$ cat src/rtl/modulo_varredura_matriz.sv
`default_nettype none
// ============================================================================
// Module      : modulo_varredura_matriz
// Description : Row-scan driver for a 7x5 active-low LED matrix with
//               inter-row blanking and a per-frame shadow pattern register.
// Revision    : 1.0 - initial release
// ============================================================================
module modulo_varredura_matriz #(
    parameter int DWELL = 1000,
    parameter int BLANK = 16
) (
    input  logic        clk,
    input  logic        reset,
    input  logic        en,
    input  logic [34:0] N_m_at,
    output logic [6:0]  linhas,
    output logic [4:0]  colunas,
    output logic [2:0]  row_idx,
    output logic        frame_done
);

    localparam int c_MAX   = (DWELL > BLANK) ? DWELL : BLANK;
    localparam int c_CNT_W = (c_MAX > 1) ? $clog2(c_MAX) : 1;

    localparam logic [c_CNT_W-1:0] c_DWELL_LAST = c_CNT_W'(DWELL - 1);
    localparam logic [c_CNT_W-1:0] c_BLANK_LAST = c_CNT_W'((BLANK > 0) ? BLANK - 1 : 0);
    localparam logic [2:0]         c_LAST_ROW   = 3'd6;

    typedef enum logic [1:0] {
        S_IDLE  = 2'd0,
        S_LOAD  = 2'd1,
        S_BLANK = 2'd2,
        S_SHOW  = 2'd3
    } state_t;

    localparam state_t c_ROW_ENTRY = (BLANK > 0) ? S_BLANK : S_SHOW;

    state_t               r_state, w_state;
    logic [c_CNT_W-1:0]   r_cnt,   w_cnt;
    logic [2:0]           r_row,   w_row;
    logic [34:0]          r_shadow;
    logic [34:0]          w_src;
    logic [5:0]           w_base;
    logic [6:0]           r_linhas,  w_linhas;
    logic [4:0]           r_colunas, w_colunas;
    logic                 r_frame_done, w_frame_done;

    always_comb begin
        w_state = r_state;
        w_cnt   = r_cnt + c_CNT_W'(1);
        w_row   = r_row;
        case (r_state)
            S_IDLE: begin
                w_cnt = '0;
                if (en) w_state = S_LOAD;
            end
            S_LOAD: begin
                w_cnt   = '0;
                w_state = c_ROW_ENTRY;
            end
            S_BLANK: begin
                if (r_cnt == c_BLANK_LAST) begin
                    w_cnt   = '0;
                    w_state = S_SHOW;
                end
            end
            S_SHOW: begin
                if (r_cnt == c_DWELL_LAST) begin
                    w_cnt = '0;
                    if (r_row == c_LAST_ROW) begin
                        w_state = S_LOAD;
                    end else begin
                        w_row   = r_row + 3'd1;
                        w_state = c_ROW_ENTRY;
                    end
                end
            end
            default: begin
                w_cnt   = '0;
                w_state = S_IDLE;
            end
        endcase

        // Losing enable anywhere in a frame abandons it outright.
        if (r_state != S_IDLE && !en) begin
            w_state = S_IDLE;
            w_cnt   = '0;
        end
        if (w_state == S_IDLE || w_state == S_LOAD) w_row = '0;
    end

    // Outputs are decoded from the next state and registered, so they line up
    // with the state register; the LOAD cycle forwards the pattern being latched.
    always_comb begin
        w_src        = (r_state == S_LOAD) ? N_m_at : r_shadow;
        w_base       = {3'b000, w_row} * 6'd5;
        w_linhas     = '0;
        w_colunas    = 5'b11111;
        w_frame_done = 1'b0;
        if (w_state == S_SHOW) begin
            w_linhas     = 7'b0000001 << w_row;
            w_colunas    = w_src[w_base +: 5];
            w_frame_done = (w_row == c_LAST_ROW) && (w_cnt == c_DWELL_LAST);
        end
    end

    always_ff @(posedge clk or posedge reset) begin
        if (reset) begin
            r_state      <= S_IDLE;
            r_cnt        <= '0;
            r_row        <= '0;
            r_shadow     <= '1;
            r_linhas     <= '0;
            r_colunas    <= 5'b11111;
            r_frame_done <= 1'b0;
        end else begin
            r_state      <= w_state;
            r_cnt        <= w_cnt;
            r_row        <= w_row;
            r_linhas     <= w_linhas;
            r_colunas    <= w_colunas;
            r_frame_done <= w_frame_done;
            if (r_state == S_LOAD) r_shadow <= N_m_at;
        end
    end

    assign linhas     = r_linhas;
    assign colunas    = r_colunas;
    assign row_idx    = r_row;
    assign frame_done = r_frame_done;

endmodule
`default_nettype wire

$ cat config.mk
export PLATFORM = sky130hd
export DESIGN_NAME = modulo_varredura_matriz
export DESIGN_NICKNAME = d
export VERILOG_FILES = /design/src/rtl/modulo_varredura_matriz.sv
export SDC_FILE = /design/constraint.sdc
export NUM_CORES = 1
export LEC_CHECK = 0
export ABC_AREA = 1
export CORE_AREA = 5 5 112 114
export DETAILED_ROUTE_END_ITERATION = 8
export DIE_AREA = 0 0 117 119
export PLACE_DENSITY = 0.48
export SLEW_MARGIN = 20
export SYNTH_ARGS = -nofsm -noshare
export SYNTH_HDL_FRONTEND = slang
export SYNTH_SLANG_ARGS = --single-unit
$ cat constraint.sdc
create_clock -name clk -period 4.6 [get_ports clk]
set_clock_uncertainty 0.15 [all_clocks]
set_input_delay 0.92 -clock clk [delete_from_list [all_inputs] [get_ports clk]]
set_output_delay 0.92 -clock clk [all_outputs]
set_load 0.005 [all_outputs]
==> qor.json, run 1 <==
{
  "run_status": {
    "status": "finished clean"
  },
  "die": {
    "fp.dieH_um": 119,
    "design.die.area_mm2": 0.01392,
    "fp.dieW_um": 117,
    "design.core.area_mm2": 0.01132,
    "boundary_pin_count": 54,
    "row_count": 39,
    "start_util_pct": 29.22
  },
  "power_and_ir_drop": {
    "sw_frac_of_total_pct": 24.84,
    "power.switching_mw": 0.4416,
    "clock_power_share_pct": 40.0,
    "power.density_cell_area_mw_per_mm2": 416.8,
    "power.static_leakage_nw": 1.941,
    "p_seq_share_pct": 42.0,
    "power.combinational.fraction_pct": 18.0,
    "irDropWorstVdd_mv": 0.1920,
    "intPower_mw": 1.336
  },
  "setup_path": {
    "critical-path-slowest-cell": "clkdlybuf4s50_1",
    "critPathRequiredTime_ns": 4.70,
    "worstRegToRegCells": 14,
    "path_cells": "clkdlybuf4s50_1, inv_1, nand2_1, nand2_1, a21oi_1, nand2_1, nor2_1, nand4_1, nor2_1",
    "critical_path.startpoint_type": "primary input",
    "critPathTopFamily": "simple AND/OR/NAND/NOR gates",
    "cp_data_arrival_time_ns": 2.70,
    "crit_type": "in2reg",
    "critical_path_cell_count": 9,
    "timing.critical_path.fanout_max": 7,
    "worstSetupEndpointType": "flip-flop",
    "crit_path_frequent_cell": "nand2_1",
    "worst-path-buf-inv": 2,
    "cp_slowest_stage_delay_ns": 0.53
  },
  "finish": {
    "nets_finish": 441,
    "antenna_cells_inserted": 0,
    "most-common-layout-cells": "nand2_1, clkdlybuf4s50_1, dfstp_2",
    "final_layout_size_suffix_gt1_share_pct": 33.33,
    "nFillCells": 1187,
    "leading_cell_type_in_the_layout_fill_and_taps_excluded": "nand2_1",
    "syn2layout_area_growth_pct": 28.90
  },
  "synth": {
    "postSynthNetCount": 383,
    "synth_top_cell_by_area": "dfstp_2",
    "synth_top_cell_area_share_pct": 31.77,
    "synth_cells": 342,
    "ys_seq_area_share_pct": 49.17,
    "yosys_warnings": 0,
    "synth_area_leaders": "dfstp_2, dfrtp_1, nand2_1, mux2_2, nand2_2",
    "mappedNetlistArea_mm2": 0.003308,
    "syn_avg_cell_area_um2": 9.673,
    "ys_ff_latch": 63,
    "netlist-cell-type-count": 35
  },
  "timing": {
    "worstMarginPinSlew_ns": 0.9070,
    "drv_slew": 0,
    "maxClockFrequency_mhz": 385.0,
    "total_neg_setup_slack_ns": 0,
    "hold_viol": 0,
    "fin_crit_sh_pct": 56.47,
    "final_period_minus_worst_setup_slack_ns": 2.598,
    "fin_hold_ws_ns": 0.4256,
    "setup_repair_after_global_routing_missed_its_margin": "no",
    "timing.max_slew.rel_slack_pct": 39.44,
    "setup_viol": 0
  },
  "global_routing": {
    "first_pass_grt_wire_length_um": 12810,
    "globalRoute.totalOverflow": 0,
    "grt_max_degree": 42,
    "grt_usage_pct": 11.88,
    "antenna_found_initial": 0,
    "grt_pass1_vias": 2572
  },
  "routing": {
    "vias_per_cell": 4.369,
    "met3WireLength_um": 425,
    "met2WireLength_um": 3564,
    "wirelength_met1_um": 3525,
    "detailedRoute.firstPassIterationCount": 5,
    "ant_nets": 0,
    "num_vias": 2394,
    "detailedRoute.firstIterationViolations": 107,
    "drt_wl_total_um": 7637,
    "drc": 0,
    "route.detailed.wl_per_inst_um": 13.94,
    "highest-signal-layer": "met4"
  },
  "placement": {
    "placement.io_buffers": 53,
    "gp_congestion": 0.7514,
    "dp_hpwl_um": 5671
  },
  "cts": {
    "tritoncts": "done",
    "worstSkewPairLatency_ns": 0.33,
    "clock_tree.htree_level_count": 3,
    "ctsHoldBuffers": 0,
    "clockRootBuffer": "clkbuf_16",
    "ctsLongestPathBuffers": 2,
    "cts_resized": 0,
    "tritoncts.num_buffers": 9,
    "clock_transition_time_at_the_flip_flop_clock_pins_of_the_worst_setup_and_hold_paths_ns": 0.06,
    "setup_bufs_post_cts": 0,
    "cts.sinks": 63
  },
  "min_path": {
    "hold_path_depth": 1,
    "class_of_the_most_critical_hold_timing_path": "reg2reg"
  },
  "flow_run": {
    "max_cap_viols": 0
  }
}
[logic make-up (layout without fill, tap and decap cells)]
kind of cell,count (synthesis),after routing,share of synthesized area [%]
AOI/OAI and AO/OA,9,9,1.399
xor gates and xnor gates,6,6,2.156
adders and majority gates,3,3,1.135
buffers and inverters,45,108,7.186
DFF,63,63,49.17
muxes,30,30,10.21
and+or+nand+nor,186,186,28.74
[flip-flops by register name, indices dropped and copies added (netlist names)]
register,flops
linhas,7
frame_done,1
r_state,2
colunas,5
r_shadow,35
row_idx,3
r_cnt,10
[worst reg2reg max path, stage by stage (launching register included)]
cell     delay (ns)
dfrtp_1        0.45
ha_1           0.27
nand2_2        0.11
inv_2          0.05
nand2_1        0.06
nor2_2         0.05
nand4_1        0.08
nand3_2        0.13
inv_4          0.24
nand2_4        0.18
inv_2          0.19
nand2_1        0.08
nand2_1        0.07
nand2_1        0.05
nand2_1        0.07
[area by class of cell]
| type | count | area [µm²] | share of cell area, % |
|---|---|---|---|
| clock buffers | 11 | 264.0 | 6.191 |
| inverters | 37 | 148.9 | 3.492 |
| well taps | 143 | 178.9 | 4.196 |
| clock inverters | 5 | 53.80 | 1.262 |
| repair buffers | 55 | 545.5 | 12.79 |
| flip-flops and latches | 63 | 1627 | 38.15 |
| multi-input cells | 234 | 1446 | 33.92 |
[power by group through the flow]
stage          clock network, mW  registers, mW  logic (mW)
2_1_floorplan                  0          0.746       0.241
3_3_place_gp                   0          0.752       0.325
3_5_place_dp                   0          0.755       0.328
4_1_cts                    0.734          0.747       0.329
5_1_grt                    0.757          0.756       0.365
6_report                   0.711          0.746       0.321
[metrics by stage]
| stage | utilization, % | power (mW) | setup WS, ns | instance area (µm²) | std cells |
|---|---|---|---|---|---|
| CTS | 37.64 | 1.810 | 1.944 | 4262 | 548 |
| global placement | 34.84 | 1.078 | 1.701 | 3944 | 532 |
| detailed placement | 34.84 | 1.083 | 1.711 | 3944 | 532 |
| global route | 37.67 | 1.879 | 1.921 | 4264 | 548 |
| finish | 37.67 | 1.777 | 2.002 | 4264 | 548 |
| floorplan | - | 0.9863 | 2.026 | 3308 | 342 |
[path summary, 6_finish.rpt]
check | startpoint | to | slack [ns]
setup / recovery | en | frame_done | 2.00
hold / removal | r_cnt[0] | r_cnt[0] | 0.43
setup reg to reg | r_cnt[0] | colunas[4] | 2.32
hold reg to reg | r_cnt[0] | r_cnt[0] | 0.43
max in group asynchronous | reset | r_shadow[10] | 2.45
min in group asynchronous | reset | linhas[1] | 0.97
[per-layer routing]
layer | vias to the layer above | track usage [%]
met5 | - | 0
met1 | 1133 | 15.33
met4 | 0 | 3.656
li1 | 1196 | -
met3 | 10 | 4.006
met2 | 55 | 18.74
[Yosys cell counts]
cell	number
inv_4	1
dfrtp_1	23
ha_1	3
nand3_1	12
buf_6	1
inv_2	2
buf_4	1
nand4_2	2
inv_8	1
inv_1	33
nor2_4	3
nand2_4	2
buf_8	1
nor2_2	2
o21ai_0	7
xnor2_4	1
a31oi_1	1
xor2_1	4
nand3_4	2
buf_12	2
nand4_1	6
dfstp_2	40
nand2_1	95
nand2_2	20
nor2_1	29
nor4_1	1
nand2_8	2
nor3_2	2
buf_2	3
nor3_1	2
nand3_2	5
nand3b_1	1
xnor2_1	1
a21oi_1	1
mux2_2	30
Note: power is estimated with default switching activity, not from simulation.
==> run 2: changes to the inputs <==
- clock period: 4.6 -> 2.6 ns (I/O delays scaled with it)
==> qor.json, run 2 (same netlist as run 1, synthesis figures left out) <==
{
  "setup_path": {
    "critPathTopFamily": {"value": "simple AND/OR/NAND/NOR gates", "change": "unchanged"},
    "critical-path-slowest-cell": {"value": "dfrtp_1", "change": "was clkdlybuf4s50_1"},
    "critPathRequiredTime": {"value": 2.70, "unit": "ns", "change": "was 4.70 ns"},
    "crit_type": {"value": "reg2reg", "change": "was in2reg"},
    "regToRegStartpoint": {"value": "row_idx[0]", "change": "was r_cnt[0]"},
    "path_cells": {"value": "inv_1, ha_1, nand2_2, inv_1, nand4_1, nand3_2, inv_4, nand2_4, inv_2, nand2_1, nand2_1, nand2_1, nand2_1", "change": "was clkdlybuf4s50_1, inv_1, nand2_1, nand2_1, a21oi_1, nand2_1, nor2_1, nand4_1, nor2_1"},
    "worst-path-buf-inv": {"value": 4, "change": "was 2"},
    "cp_slowest_stage_delay": {"value": 0.44, "unit": "ns", "change": "was 0.53 ns"},
    "cp_data_arrival_time": {"value": 2.38, "unit": "ns", "change": "was 2.70 ns"},
    "crit_path_frequent_cell": {"value": "nand2_1", "change": "unchanged"},
    "timing.critical_path.fanout_max": {"value": 14, "change": "was 7"},
    "worstSetupEndpointType": {"value": "flip-flop", "change": "unchanged"},
    "timing.critical_path.from": {"value": "row_idx[0]", "change": "was en"},
    "critical_path.startpoint_type": {"value": "flip-flop", "change": "was primary input"}
  },
  "routing": {
    "vias_per_cell": {"value": 4.297, "change": "was 4.369"},
    "ant_nets": {"value": 0, "change": "unchanged"},
    "detailedRoute.firstPassIterationCount": {"value": 5, "change": "unchanged"},
    "drt_wl_total": {"value": 7591, "unit": "µm", "change": "was 7637 µm"},
    "detailedRoute.firstIterationViolations": {"value": 132, "change": "was 107"},
    "num_vias": {"value": 2359, "change": "was 2,394"},
    "route.detailed.wl_per_inst": {"value": 13.83, "unit": "µm", "change": "was 13.94 µm"},
    "drc": {"value": 0, "change": "unchanged"}
  },
  "flow_run": {
    "max_cap_viols": {"value": 0, "change": "unchanged"}
  },
  "finish": {
    "antenna_cells_inserted": {"value": 0, "change": "unchanged"},
    "multi_input_area": {"value": 0.001444, "unit": "mm²", "change": "was 0.001446 mm²"},
    "fin_util": {"value": 37.56, "unit": "%", "change": "was 37.67%"},
    "sequential_cell_area": {"value": 0.001627, "unit": "mm²", "change": "unchanged"},
    "most-common-layout-cells": {"value": "nand2_1, clkdlybuf4s50_1, dfstp_2", "change": "unchanged"},
    "final_layout_size_suffix_gt1_share": {"value": 32.02, "unit": "%", "change": "was 33.33%"},
    "largest_register_ffs": {"value": 35, "change": "unchanged"},
    "nFillCells": {"value": 1174, "change": "was 1,187"},
    "syn2layout_area_growth": {"value": 28.52, "unit": "%", "change": "was 28.90%"},
    "nets_finish": {"value": 442, "change": "was 441"},
    "leading_cell_type_in_the_layout_fill_and_taps_excluded": {"value": "nand2_1", "change": "unchanged"},
    "largest_register": {"value": "r_shadow", "change": "unchanged"},
    "post_layout_nonfiller_instances": {"value": 549, "change": "was 548"}
  },
  "die": {
    "row_count": {"value": 39, "change": "unchanged"},
    "design.core.area": {"value": 0.01132, "unit": "mm²", "change": "unchanged"},
    "fp.dieH": {"value": 119, "unit": "µm", "change": "unchanged"},
    "start_util": {"value": 29.22, "unit": "%", "change": "unchanged"},
    "fp.dieW": {"value": 117, "unit": "µm", "change": "unchanged"},
    "design.die.area": {"value": 0.01392, "unit": "mm²", "change": "unchanged"},
    "boundary_pin_count": {"value": 54, "change": "unchanged"}
  },
  "cts": {
    "ctsHoldBuffers": {"value": 0, "change": "unchanged"},
    "ctsLongestPathBuffers": {"value": 2, "change": "unchanged"},
    "worstSkewPairLatency": {"value": 0.32, "unit": "ns", "change": "was 0.33 ns"},
    "tritoncts": {"value": "done", "change": "unchanged"},
    "clock_tree.htree_level_count": {"value": 3, "change": "unchanged"},
    "cts_resized": {"value": 0, "change": "unchanged"},
    "tritoncts.num_buffers": {"value": 9, "change": "unchanged"},
    "clock_transition_time_at_the_flip_flop_clock_pins_of_the_worst_setup_and_hold_paths": {"value": 0.05, "unit": "ns", "change": "was 0.06 ns"},
    "setup_bufs_post_cts": {"value": 0, "change": "unchanged"},
    "cts.sinks": {"value": 63, "change": "unchanged"},
    "clockRootBuffer": {"value": "clkbuf_16", "change": "unchanged"}
  },
  "run_status": {
    "status": {"value": "finished clean", "change": "unchanged"}
  },
  "global_routing": {
    "grtUsageMet2": {"value": 17.85, "unit": "%", "change": "was 18.74%"},
    "grt_max_degree": {"value": 64, "change": "was 42"},
    "groute.layer.met1.usage": {"value": 15.68, "unit": "%", "change": "was 15.33%"},
    "grt_usage": {"value": 11.56, "unit": "%", "change": "was 11.88%"},
    "grt.met3_usage": {"value": 3.955, "unit": "%", "change": "was 4.006%"},
    "first_pass_grt_wire_length": {"value": 12560, "unit": "µm", "change": "was 12,810 µm"},
    "grt.busiest_layer": {"value": "met2", "change": "unchanged"},
    "globalRoute.totalOverflow": {"value": 0, "change": "unchanged"},
    "antenna_found_initial": {"value": 0, "change": "unchanged"},
    "grt_pass1_vias": {"value": 2464, "change": "was 2,572"}
  },
  "timing": {
    "setup_repair_after_global_routing_missed_its_margin": {"value": "no", "change": "unchanged"},
    "fin_crit_sh_pct": 87.57,
    "drv_slew": {"value": 0, "change": "unchanged"},
    "maxClockFrequency_mhz": 439.2,
    "setup_viol": {"value": 0, "change": "unchanged"},
    "final_period_minus_worst_setup_slack_ns": 2.277,
    "total_neg_setup_slack": {"value": 0, "unit": "ns", "change": "unchanged"},
    "hold_viol": {"value": 0, "change": "unchanged"},
    "timing.max_slew.rel_slack": {"value": 77.73, "unit": "%", "change": "was 39.44%"},
    "worstMarginPinSlew": {"value": 0.3341, "unit": "ns", "change": "was 0.9070 ns"},
    "fin_hold_ws": {"value": 0.4049, "unit": "ns", "change": "was 0.4256 ns"}
  },
  "min_path": {
    "timing.hold.worst.start": {"value": "r_cnt[0]", "change": "unchanged"},
    "class_of_the_most_critical_hold_timing_path": {"value": "reg2reg", "change": "unchanged"}
  },
  "power_and_ir_drop": {
    "irDropWorstVdd": {"value": 0.2715, "unit": "mV", "change": "was 0.1920 mV"},
    "power.static_leakage": {"value": 1.927, "unit": "nW", "change": "was 1.941 nW"},
    "power.density_cell_area": {"value": 698.1, "unit": "mW/mm²", "change": "was 416.8 mW/mm²"}
  },
  "placement": {
    "dp_hpwl": {"value": 5690, "unit": "µm", "change": "was 5671 µm"},
    "placement.io_buffers": {"value": 53, "change": "unchanged"},
    "gp_congestion": {"value": 0.8856, "change": "was 0.7514"},
    "placed_cells": {"value": 533, "change": "was 532"}
  }
}
run 2: cell types whose count changed in the layout (fill, tap and decap cells not counted):
cell | before | now
clkbuf_1 | 0 | 5
buf_12 | 0 | 3
buf_4 | 2 | 0
clkinv_2 | 3 | 1
bufinv_16 | 1 | 0
clkbuf_16 | 10 | 9
clkinv_4 | 1 | 0
nand2_1 | 94 | 95
nand2_2 | 21 | 20
run 2: worst paths after layout:
path                            depth (start not counted)            to  slack, ns
worst min-delay path                                    1      r_cnt[0]       0.40
max in group asynchronous                               3  r_shadow[29]       1.56
worst max register to register                         13    colunas[0]       0.32
min in group asynchronous                               3      r_cnt[9]       0.44
worst min register to register                          1      r_cnt[0]       0.40
worst max-delay path                                   13    colunas[0]       0.32
run 2: cell type report:
class	instances	share of cell area, %
clock inverter	1	0.1177
clock buffer	15	6.062
multi-input combinational	234	33.96
tap	143	4.208
sequential	63	38.26
timing repair buffer	56	13.89
inverter	37	3.502
run 2: power breakdown:
group / total, mW / switching [mW] / internal (mW)
combinational: 0.579 / 0.305 / 0.274
sequential: 1.32 / 0.0464 / 1.27
clock: 1.07 / 0.398 / 0.670
run 2: per-layer routing:
layer	share of wire, %	up-vias
met5	0	-
met4	0.67	0
met3	4.1	5
met2	46	45
met1	49	1114
li1	-	1195
run 2: stage by stage:
step	worst slack (ns)	area (µm²)	total power, mW
finish	0.3232	4252	2.968
global route	0.1265	4252	3.137
CTS	0.3078	4252	3.020
detailed placement	0.3319	3989	1.926
global placement	0.3501	3989	1.924
floorplan	0.4264	3308	1.745
